### src/rtl/hex_scroller.sv
// ---------------------------------------------------------------------------
// hex_scroller
//   Scrolls a small character buffer across a row of active-low seven-segment
//   digits. A free-running prescaler produces a scroll tick every
//   2^PRESCALE_W clocks; a three-state FSM (STATIC / SCROLL / HOLD) decides
//   whether the tick moves the window offset.
//
// Ports
//   CLOCK_27  single clock, all state updates on the rising edge
//   KEY0      synchronous active-low reset
//   en        prescaler run enable (0 freezes prescaler and offset)
//   mode      00 static, 01 continuous scroll, 10 single pass then hold,
//             11 same as 00
//   dir       0 scroll left (offset increments), 1 scroll right (decrements)
//   wr_en     message write strobe
//   wr_addr   message write address (addresses >= MSG_LEN are ignored)
//   wr_char   5-bit character code (0-15 hex glyphs, 16-31 blank)
//   HEX       active-low segments, digit i at [7i+6:7i], bit 0 = a .. 6 = g
//   wrap      one-cycle pulse the cycle after the offset wraps
//   busy      high while the FSM is in SCROLL
// ---------------------------------------------------------------------------
module hex_scroller #(
    parameter int NUM_DIGITS = 8,
    parameter int MSG_LEN    = 16,
    parameter int PRESCALE_W = 23
) (
    input  logic                         CLOCK_27,
    input  logic                         KEY0,
    input  logic                         en,
    input  logic [1:0]                   mode,
    input  logic                         dir,
    input  logic                         wr_en,
    input  logic [$clog2(MSG_LEN)-1:0]   wr_addr,
    input  logic [4:0]                   wr_char,
    output logic [7*NUM_DIGITS-1:0]      HEX,
    output logic                         wrap,
    output logic                         busy
);

    localparam int             AW         = $clog2(MSG_LEN);
    localparam logic [AW-1:0]  LAST       = AW'(MSG_LEN - 1);
    localparam logic [4:0]     BLANK_CODE = 5'd16;

    typedef enum logic [1:0] {
        ST_STATIC,
        ST_SCROLL,
        ST_HOLD
    } state_t;

    state_t                  state, state_nxt;
    logic [PRESCALE_W-1:0]   presc;
    logic                    tick;
    logic [AW-1:0]           offset, offset_nxt;
    logic                    wrap_cond;
    logic                    wrap_nxt;
    logic [4:0]              msg [MSG_LEN];
    logic [7*NUM_DIGITS-1:0] hex_nxt;
    logic                    addr_ok;

    // Active-low glyphs, segment order gfedcba.
    function automatic logic [6:0] seg_decode(input logic [4:0] code);
        case (code)
            5'd0:    seg_decode = 7'h40;
            5'd1:    seg_decode = 7'h79;
            5'd2:    seg_decode = 7'h24;
            5'd3:    seg_decode = 7'h30;
            5'd4:    seg_decode = 7'h19;
            5'd5:    seg_decode = 7'h12;
            5'd6:    seg_decode = 7'h02;
            5'd7:    seg_decode = 7'h78;
            5'd8:    seg_decode = 7'h00;
            5'd9:    seg_decode = 7'h10;
            5'd10:   seg_decode = 7'h08;
            5'd11:   seg_decode = 7'h03;
            5'd12:   seg_decode = 7'h46;
            5'd13:   seg_decode = 7'h21;
            5'd14:   seg_decode = 7'h06;
            5'd15:   seg_decode = 7'h0E;
            default: seg_decode = 7'h7F;
        endcase
    endfunction

    assign tick = en && (presc == '1);
    assign busy = (state == ST_SCROLL);

    // The tick that moves the offset across the MSG_LEN-1 / 0 seam.
    assign wrap_cond = dir ? (offset == '0) : (offset == LAST);

    // Widened compare so the range test stays meaningful when MSG_LEN is a
    // power of two.
    assign addr_ok = ({1'b0, wr_addr} < (AW + 1)'(MSG_LEN));

    always_comb begin
        // NOTE: every output of a combinational block gets a default first so
        // no path leaves it unassigned, which would infer a latch.
        state_nxt  = state;
        offset_nxt = offset;
        wrap_nxt   = 1'b0;

        case (state)
            ST_STATIC: begin
                if (mode == 2'b01 || mode == 2'b10) state_nxt = ST_SCROLL;
            end
            ST_SCROLL: begin
                if (tick) begin
                    if (dir) offset_nxt = (offset == '0)  ? LAST : offset - 1'b1;
                    else     offset_nxt = (offset == LAST) ? '0  : offset + 1'b1;
                    wrap_nxt = wrap_cond;
                end
                if (mode == 2'b00 || mode == 2'b11)
                    state_nxt = ST_STATIC;
                else if (mode == 2'b10 && tick && wrap_cond)
                    state_nxt = ST_HOLD;
            end
            ST_HOLD: begin
                // Offset sits where the final wrap left it (0 or MSG_LEN-1).
                if (mode == 2'b01)      state_nxt = ST_SCROLL;
                else if (mode != 2'b10) state_nxt = ST_STATIC;
            end
            default: state_nxt = ST_STATIC;
        endcase
    end

    // Digit i looks at msg[(offset + i) mod MSG_LEN]; the modulo also covers
    // NUM_DIGITS > MSG_LEN, where characters simply repeat.
    always_comb begin
        hex_nxt = '1;
        for (int i = 0; i < NUM_DIGITS; i++) begin
            hex_nxt[7*i +: 7] = seg_decode(msg[AW'((int'(offset) + i) % MSG_LEN)]);
        end
    end

    always_ff @(posedge CLOCK_27) begin
        if (!KEY0) begin
            presc  <= '0;
            offset <= '0;
            state  <= ST_STATIC;
            wrap   <= 1'b0;
            HEX    <= '1;
            // NOTE: the buffer is built from flops rather than RAM precisely
            // so that reset can clear every entry to blank in one edge.
            for (int i = 0; i < MSG_LEN; i++) msg[i] <= BLANK_CODE;
        end else begin
            // NOTE: sequential state uses non-blocking assignments so every
            // register samples the pre-edge values of the others.
            if (en) presc <= presc + 1'b1;
            offset <= offset_nxt;
            state  <= state_nxt;
            wrap   <= wrap_nxt;
            HEX    <= hex_nxt;
            if (wr_en && addr_ok) msg[wr_addr] <= wr_char;
        end
    end

endmodule
### config.mk
export PLATFORM = sky130hd
export DESIGN_NAME = hex_scroller
export DESIGN_NICKNAME = d
export VERILOG_FILES = /design/src/rtl/hex_scroller.sv
export SDC_FILE = /design/constraint.sdc
export NUM_CORES = 1
export LEC_CHECK = 0
export CAP_MARGIN = 0
export CELL_PAD_IN_SITES_DETAIL_PLACEMENT = 0
export CELL_PAD_IN_SITES_GLOBAL_PLACEMENT = 1
export CORE_MARGIN = 3
export CORE_UTILIZATION = 30
export DETAILED_ROUTE_END_ITERATION = 16
export GPL_TIMING_DRIVEN = 0
export PLACE_DENSITY_LB_ADDON = 0.1
export SLEW_MARGIN = 40
export SYNTH_ARGS = -nofsm -noshare
export SYNTH_HDL_FRONTEND = slang
export SYNTH_SLANG_ARGS = --single-unit
### constraint.sdc
create_clock -name CLOCK_27 -period 5.1 [get_ports CLOCK_27]
set_input_delay 0.765 -clock CLOCK_27 [delete_from_list [all_inputs] [get_ports CLOCK_27]]
set_output_delay 0.765 -clock CLOCK_27 [all_outputs]
set_load 0.005 [all_outputs]
[After elaboration in Yosys (flattened, before gate mapping)]
Memory sizes are Yosys's and may differ from the RTL's. A register that Yosys moved wholly into a read port is not among the register bits.
Index checks and enable logic that the tools add are counted.
W data, S select, Z words.
Word-level totals
  register bits after elaboration: 30
  RAM bits: 80
  bits in read-only memories: 896
  memories: 9
Memories
  (name not given): depth 16, width 7, rd ports 1, clocked after memory_dff 1, write ports 0, RTL line 62  | case (code)
  (name not given): depth 16, width 7, rd ports 1, clocked after memory_dff 1, write ports 0, RTL line 62
  (name not given): depth 16, width 7, rd ports 1, clocked after memory_dff 1, write ports 0, RTL line 62
  (name not given): depth 16, width 7, rd ports 1, clocked after memory_dff 1, write ports 0, RTL line 62
  (name not given): depth 16, width 7, rd ports 1, clocked after memory_dff 1, write ports 0, RTL line 62
  (name not given): depth 16, width 7, rd ports 1, clocked after memory_dff 1, write ports 0, RTL line 62
  3 more memories
Operators by class
  add/sub/neg operators: 10
  eq/ne operators: 11
  multiplexer cells: 19
  bitwise logic cells: 1
  reductions and logical operators: 20
Operators by type and width (count)
  $mux W4: 6
  $add A23 B1 Y23 const B: 1
  $eq A23 B23 Y1 const B: 1
  $add A4 B3 Y4 const B: 4
  $reduce_or A2 Y1: 8
  $mux W2: 5
  $add A4 B1 Y4 const B: 2
  $add A4 B2 Y4 const B: 2
  $eq A2 B2 Y1 const B: 3
  $mux W1: 6
  $pmux W2 S3: 1
  $reduce_and A3 Y1: 2
  $mux W5: 1
  $reduce_or A5 Y1: 1
  $eq A2 B1 Y1 const B: 2
  $eq A4 B4 Y1 const B: 1
  $logic_not A2 Y1: 2
  $logic_not A4 Y1: 1
  $ne A2 B2 Y1 const B: 2
  $sub A4 B1 Y4 const B: 1
  $logic_and A1 B1 Y1: 3
  $ne A3 B1 Y1 const B: 1
  $ne A3 B3 Y1 const B: 1
  $logic_or A1 B1 Y1: 2
  other kinds (2): 2

[Depth between registers and ports, before layout]
  depth after elaboration: 7
  gate-level depth with buffers: 18
  depth with buffers taken out: 11

[Least setup slack after synthesis]
OpenSTA, ideal clock, no wires.
  path type: register to register
  from: register offset[0]
  to: register HEX[49]
  library setup time: 0.114 ns
  arrival time: 3.821 ns
  data required time: 4.986 ns
  setup slack: 1.165 ns
  stages on the path, launching flop included: 15
  period minus slack after synthesis: 3.935 ns
  path through: dfxtp_1 buf_6 buf_6 buf_2 buf_2 inv_1 ha_1 buf_4 buf_8 clkbuf_1 mux4_2 mux4_2 ha_1 or3_1 a21bo_1
On the way
  cells in the longest elaborated chain, start to end: 3
RTL lines
  from (decl): RTL line 53  | logic [AW-1:0] offset, offset_nxt;
  from (signal assigned): RTL line 147  | offset <= offset_nxt;
  $add A4 B3 Y4 (*): RTL line 129  | hex_nxt[7*i +: 7] = seg_decode(msg[AW'((int'(offset) + i) % MSG_LEN)]);
  $mem_v2 Z16 W5 (*)
  $reduce_or A2 Y1 (no line)
  to (decl): RTL line 35  | output logic [7*NUM_DIGITS-1:0] HEX,
Every way passes the cells marked *; elsewhere a longest branch is shown, timed or not.
A chain may end at the register's enable or synchronous reset.

[Worst setup path after layout]
  from: register offset[1]
  to: register HEX[49]
Same word-level chain as after synthesis.

==> results by group <==
STA
  • Final Max Tran Viols: 0
  • Final worst-path setup slack: between 0.3 and 0.4 ns
  • Final critical-path share of the clock period: 0.936
  • Worst Tran Pin Value: 0.853 ns
  • FMAX: about 210 MHz
  • Clk_skew: between 0.02 and 0.025 ns
  • Total negative slack for setup checks: 0 ns
  • Final period demand of the worst path: 4.77 ns
  • Unrepaired setup endpoints after global routing: false
  • Number of failing hold endpoints at the final stage: 0
  • Final setup fails: 0
  • Worst hold-check slack: approximately 0.5 ns
  • Normalized max-slew margin: 0.427

Floorplan
  • I/O pins: 74
  • Starting utilization of the core area: 0.307
  • Die width: around 200 um
  • Area of the die: about 41000 um^2
  • Die Span Y: 203 um
  • Core region area: approximately 38000 um^2
  • Std-Cell Rows: a little over 70

GRT
  • Via count of the first global-routing pass: 8307
  • Largest net degree at the start of global routing: 20
  • GRT overflow: 0
  • Global-route wire length before repair: around 54000 um
  • Antenna violations before repair: 0
  • Overall fraction of global-route tracks in use: 0.172

Yosys
  • Number of instances in the synthesized netlist: slightly below 1000
  • Distinct cell type count of the synthesized netlist: 63
  • Number of warnings reported in the yosys synthesis log: 0
  • Syn Nets: between 1000 and 1500
  • Avg Cell Area, Syn: approximately 12 um^2
  • Netlist Area Pre-Place: roughly 12000 um^2
  • Number of synthesized register bits: 170
  • Leading area contributor after synthesis: sky130_fd_sc_hd__mux4_2
  • Yosys top cell area share: 0.223
  • Cell types occupying the most area after synthesis: sky130_fd_sc_hd__mux4_2 22%, sky130_fd_sc_hd__edfxtp_1 21%, sky130_fd_sc_hd__dfxtp_1 15%
  • Number of synthesized flops with an enable pin: 80
  • Dominant register cell in the synthesized netlist: sky130_fd_sc_hd__dfxtp_1
  • Asr flop ratio synth: 0
  • Sequential-to-total area share from yosys stat: 0.360

Place
  • Final RePlAce weighted congestion: just under 0.9
  • Setup WS pre-CTS: about 0.33 ns
  • Port bufs: 71
  • Post-placement cell area: 13000 um^2
  • Hpwl dp: 27400 um
  • Placed Instances: 1551

Worst setup path
  • Slowest-stage cell, CP: sky130_fd_sc_hd__clkbuf_1
  • Worst setup path class: reg -> reg
  • Library cell appearing most often on the critical path: sky130_fd_sc_hd__buf_2
  • Largest driver fanout on the critical path: 10
  • Biggest cell delay along the critical path: a little under 0.6 ns
  • Worst reg2reg path endpoint: HEX[49]$_SDFF_PP1_
  • CP Data Arrival Time: slightly above 5 ns
  • Internal reg-to-reg setup slack: roughly 0.33 ns
  • CP Cell Sequence: buf_2 -> buf_2 -> buf_2 -> inv_1 -> ha_1 -> buf_4 -> buf_8 -> clkbuf_1 -> mux4_2 -> mux4_2 -> ha_1 -> or3_1 -> a21bo_1
  • Element type at the critical path start: flip-flop
  • Data required time at the worst endpoint: ~5.4 ns
  • Type of element capturing the critical path: flip-flop
  • Source of the worst register-to-register timing path: offset[1]$_SDFFE_PN0P_
  • R2R depth: 13

Final layout
  • Layout Nets: approximately 1100
  • Number of antenna repair diodes: 0
  • Post-route non-filler standard cell count: between 1500 and 2000
  • Leading cell type in the layout, fill and taps excluded: sky130_fd_sc_hd__mux4_2
  • Fraction of final layout cells sized beyond drive strength 1: 0.190
  • Highest-count cells in the layout ignoring fill and taps: 116 x sky130_fd_sc_hd__mux4_2, 90 x sky130_fd_sc_hd__dfxtp_1, 82 x sky130_fd_sc_hd__and2_1
  • Area growth from synthesis to final layout: 16.8%
  • Final standard cell area without fillers: ~14000 um^2

CTS
  • TritonCTS clock tree: built
  • Maximum buffer depth of the clock tree: 2
  • H-tree lvl count: 4
  • Clock-pin slew reported for the worst setup and hold paths after clock tree synthesis: about 0.080 ns
  • Root cell of the clock tree: sky130_fd_sc_hd__clkbuf_16
  • Worst-Skew Late Latency: between 0.4 and 0.5 ns
  • Num CTS Buffers: 17
  • Number of buffers inserted for hold repair after clock tree synthesis: 0
  • Post-CTS setup-driven buffer insertion count: 0
  • Cells resized by post-CTS repair: 0
  • Sinks on Clock Net: 170

Worst hold path
  • Worst hold path startpoint: presc[13]$_SDFFE_PN0P_
  • Sink of the worst hold path: presc[13]$_SDFFE_PN0P_
  • Kind of path behind the tightest hold check: reg -> reg
  • Worst hold path cell count: 2

Route
  • Via density per instance: approximately 5.2
  • Initial DRC Count: approximately 400
  • Final wirelength: around 35000 um
  • Vias post-DR: a little over 8000
  • Detailed-route DRC error count: 0
  • Router iterations before antenna repair: 5
  • Mean routed wirelength per cell: roughly 22 um
  • Post-route antenna net violation count: 0

Pwr
  • Internal Power: between 0.002 and 0.0025 W
  • Pwr dens: ~250 nW/um^2
  • Share of power burned in the clock network: 0.396
  • Net switching power figure: between 0.0009 and 0.001 W
  • Sw Share: 0.289
  • Peak VDD IR: slightly above 0.2 mV
  • Relative contribution of sequential cells to total power: 0.473
  • Cell leakage power: between 4 and 5 nW
  • Relative contribution of combinational cells to total power: 0.131

Run
  • Max-capacitance violation count: 0

Run status
  • Outcome: complete, no violations
==> synthesized netlist by cell type, types with 2 or more instances <==
master                     number
sky130_fd_sc_hd__nor2_1        40
sky130_fd_sc_hd__and2_1        82
sky130_fd_sc_hd__o21a_1         4
sky130_fd_sc_hd__o211ai_1      21
sky130_fd_sc_hd__nand2_1       56
sky130_fd_sc_hd__mux4_1        15
sky130_fd_sc_hd__o21bai_1       2
sky130_fd_sc_hd__nand2b_1      19
sky130_fd_sc_hd__buf_4          4
sky130_fd_sc_hd__a221o_1        5
sky130_fd_sc_hd__nor2b_1       21
sky130_fd_sc_hd__xnor2_1       15
sky130_fd_sc_hd__xnor2_2        2
sky130_fd_sc_hd__clkbuf_1      30
sky130_fd_sc_hd__a21boi_0       9
sky130_fd_sc_hd__mux4_2       116
sky130_fd_sc_hd__inv_1         46
sky130_fd_sc_hd__clkbuf_8       3
sky130_fd_sc_hd__buf_6          8
sky130_fd_sc_hd__a22oi_1        2
sky130_fd_sc_hd__nand4_1       10
sky130_fd_sc_hd__or3_1         22
sky130_fd_sc_hd__and2b_1        2
sky130_fd_sc_hd__xor2_1        17
sky130_fd_sc_hd__mux2i_1       37
sky130_fd_sc_hd__a21bo_1        2
sky130_fd_sc_hd__ha_1          52
sky130_fd_sc_hd__nand3_1       21
sky130_fd_sc_hd__a21oi_1       19
sky130_fd_sc_hd__o221ai_1      12
sky130_fd_sc_hd__buf_2         17
sky130_fd_sc_hd__o21ai_0       31
sky130_fd_sc_hd__a31oi_1        3
sky130_fd_sc_hd__edfxtp_1      80
sky130_fd_sc_hd__dfxtp_1       90
sky130_fd_sc_hd__o22ai_1        2
sky130_fd_sc_hd__buf_1          2
sky130_fd_sc_hd__mux2_2        12
sky130_fd_sc_hd__nor3_1        12
sky130_fd_sc_hd__and3_1         3
==> worst max-delay path: cells and delay by family, from the launching register on <==
family          cells  cell delay [ns]
compound gates      1             0.19
fa+ha+maj           2             0.56
buf+inv             7             2.10
flops               1             0.46
mux                 2             0.95
simple gates        1             0.38
==> power groups by stage <==
stage	combinational [W]	clock, W	sequential (W)
floorplan	0.000278	0	0.00157
global placement	0.000446	0	0.00161
detailed placement	0.000445	0	0.00161
CTS	0.000447	0.00138	0.00158
global route	0.000484	0.00143	0.00159
finish	0.000440	0.00133	0.00158
==> per-layer routing <==
metal	part of all wire	global-route usage	up-vias
met4	0.018	0.0450	0
met3	0.046	0.0348	24
li1	-	-	3848
met2	0.48	0.279	209
met1	0.46	0.237	4142
met5	0	0	-
==> cell families after synthesis <==
kind of cell,count (synthesis),synth area share
flip-flops,170,0.360
buffers and inverters,113,0.0494
AO/OA/AOI/OAI,118,0.0676
multiplexers,181,0.302
AND/OR/NAND/NOR,301,0.139
XOR/XNOR,34,0.0268
adder cells (fa/ha/maj),52,0.0557
==> how the worst max path moves through the flow <==
stage,start,to,cells past startpoint
2_1_floorplan,offset[0]$_SDFFE_PN0P_,HEX[49]$_SDFF_PP1_,14
3_3_place_gp,offset[1]$_SDFFE_PN0P_,HEX[49]$_SDFF_PP1_,13
3_5_place_dp,offset[1]$_SDFFE_PN0P_,HEX[49]$_SDFF_PP1_,13
4_1_cts,offset[1]$_SDFFE_PN0P_,HEX[49]$_SDFF_PP1_,13
5_1_grt,offset[1]$_SDFFE_PN0P_,HEX[49]$_SDFF_PP1_,13
6_report,offset[1]$_SDFFE_PN0P_,HEX[49]$_SDFF_PP1_,13
==> cell type report <==
class | instances | area [um^2]
Fill cell | 3850 | 24400
Multi-Input combinational cell | 686 | 6920
Sequential cell | 170 | 4200
Timing Repair Buffer | 71 | 711
Tap cell | 511 | 639
Clock buffer | 17 | 425
Buffer | 66 | 403
Inverter | 47 | 176
Clock inverter | 15 | 168
==> sequential cells by signal, summed over array words and instances (netlist names), named ones only <==
| name | cells |
|---|---|
| presc | 23 |
| HEX | 56 |
| wrap | 1 |
| msg | 80 |
| offset | 4 |
| state | 2 |
==> stage by stage <==
step,total power (W),utilization
finish,0.00335,0.359
global route,0.00351,0.359
CTS,0.00340,0.359
detailed placement,0.00206,0.343
global placement,0.00206,0.343
floorplan,0.00184,-
(Power assumes the default switching activity.)
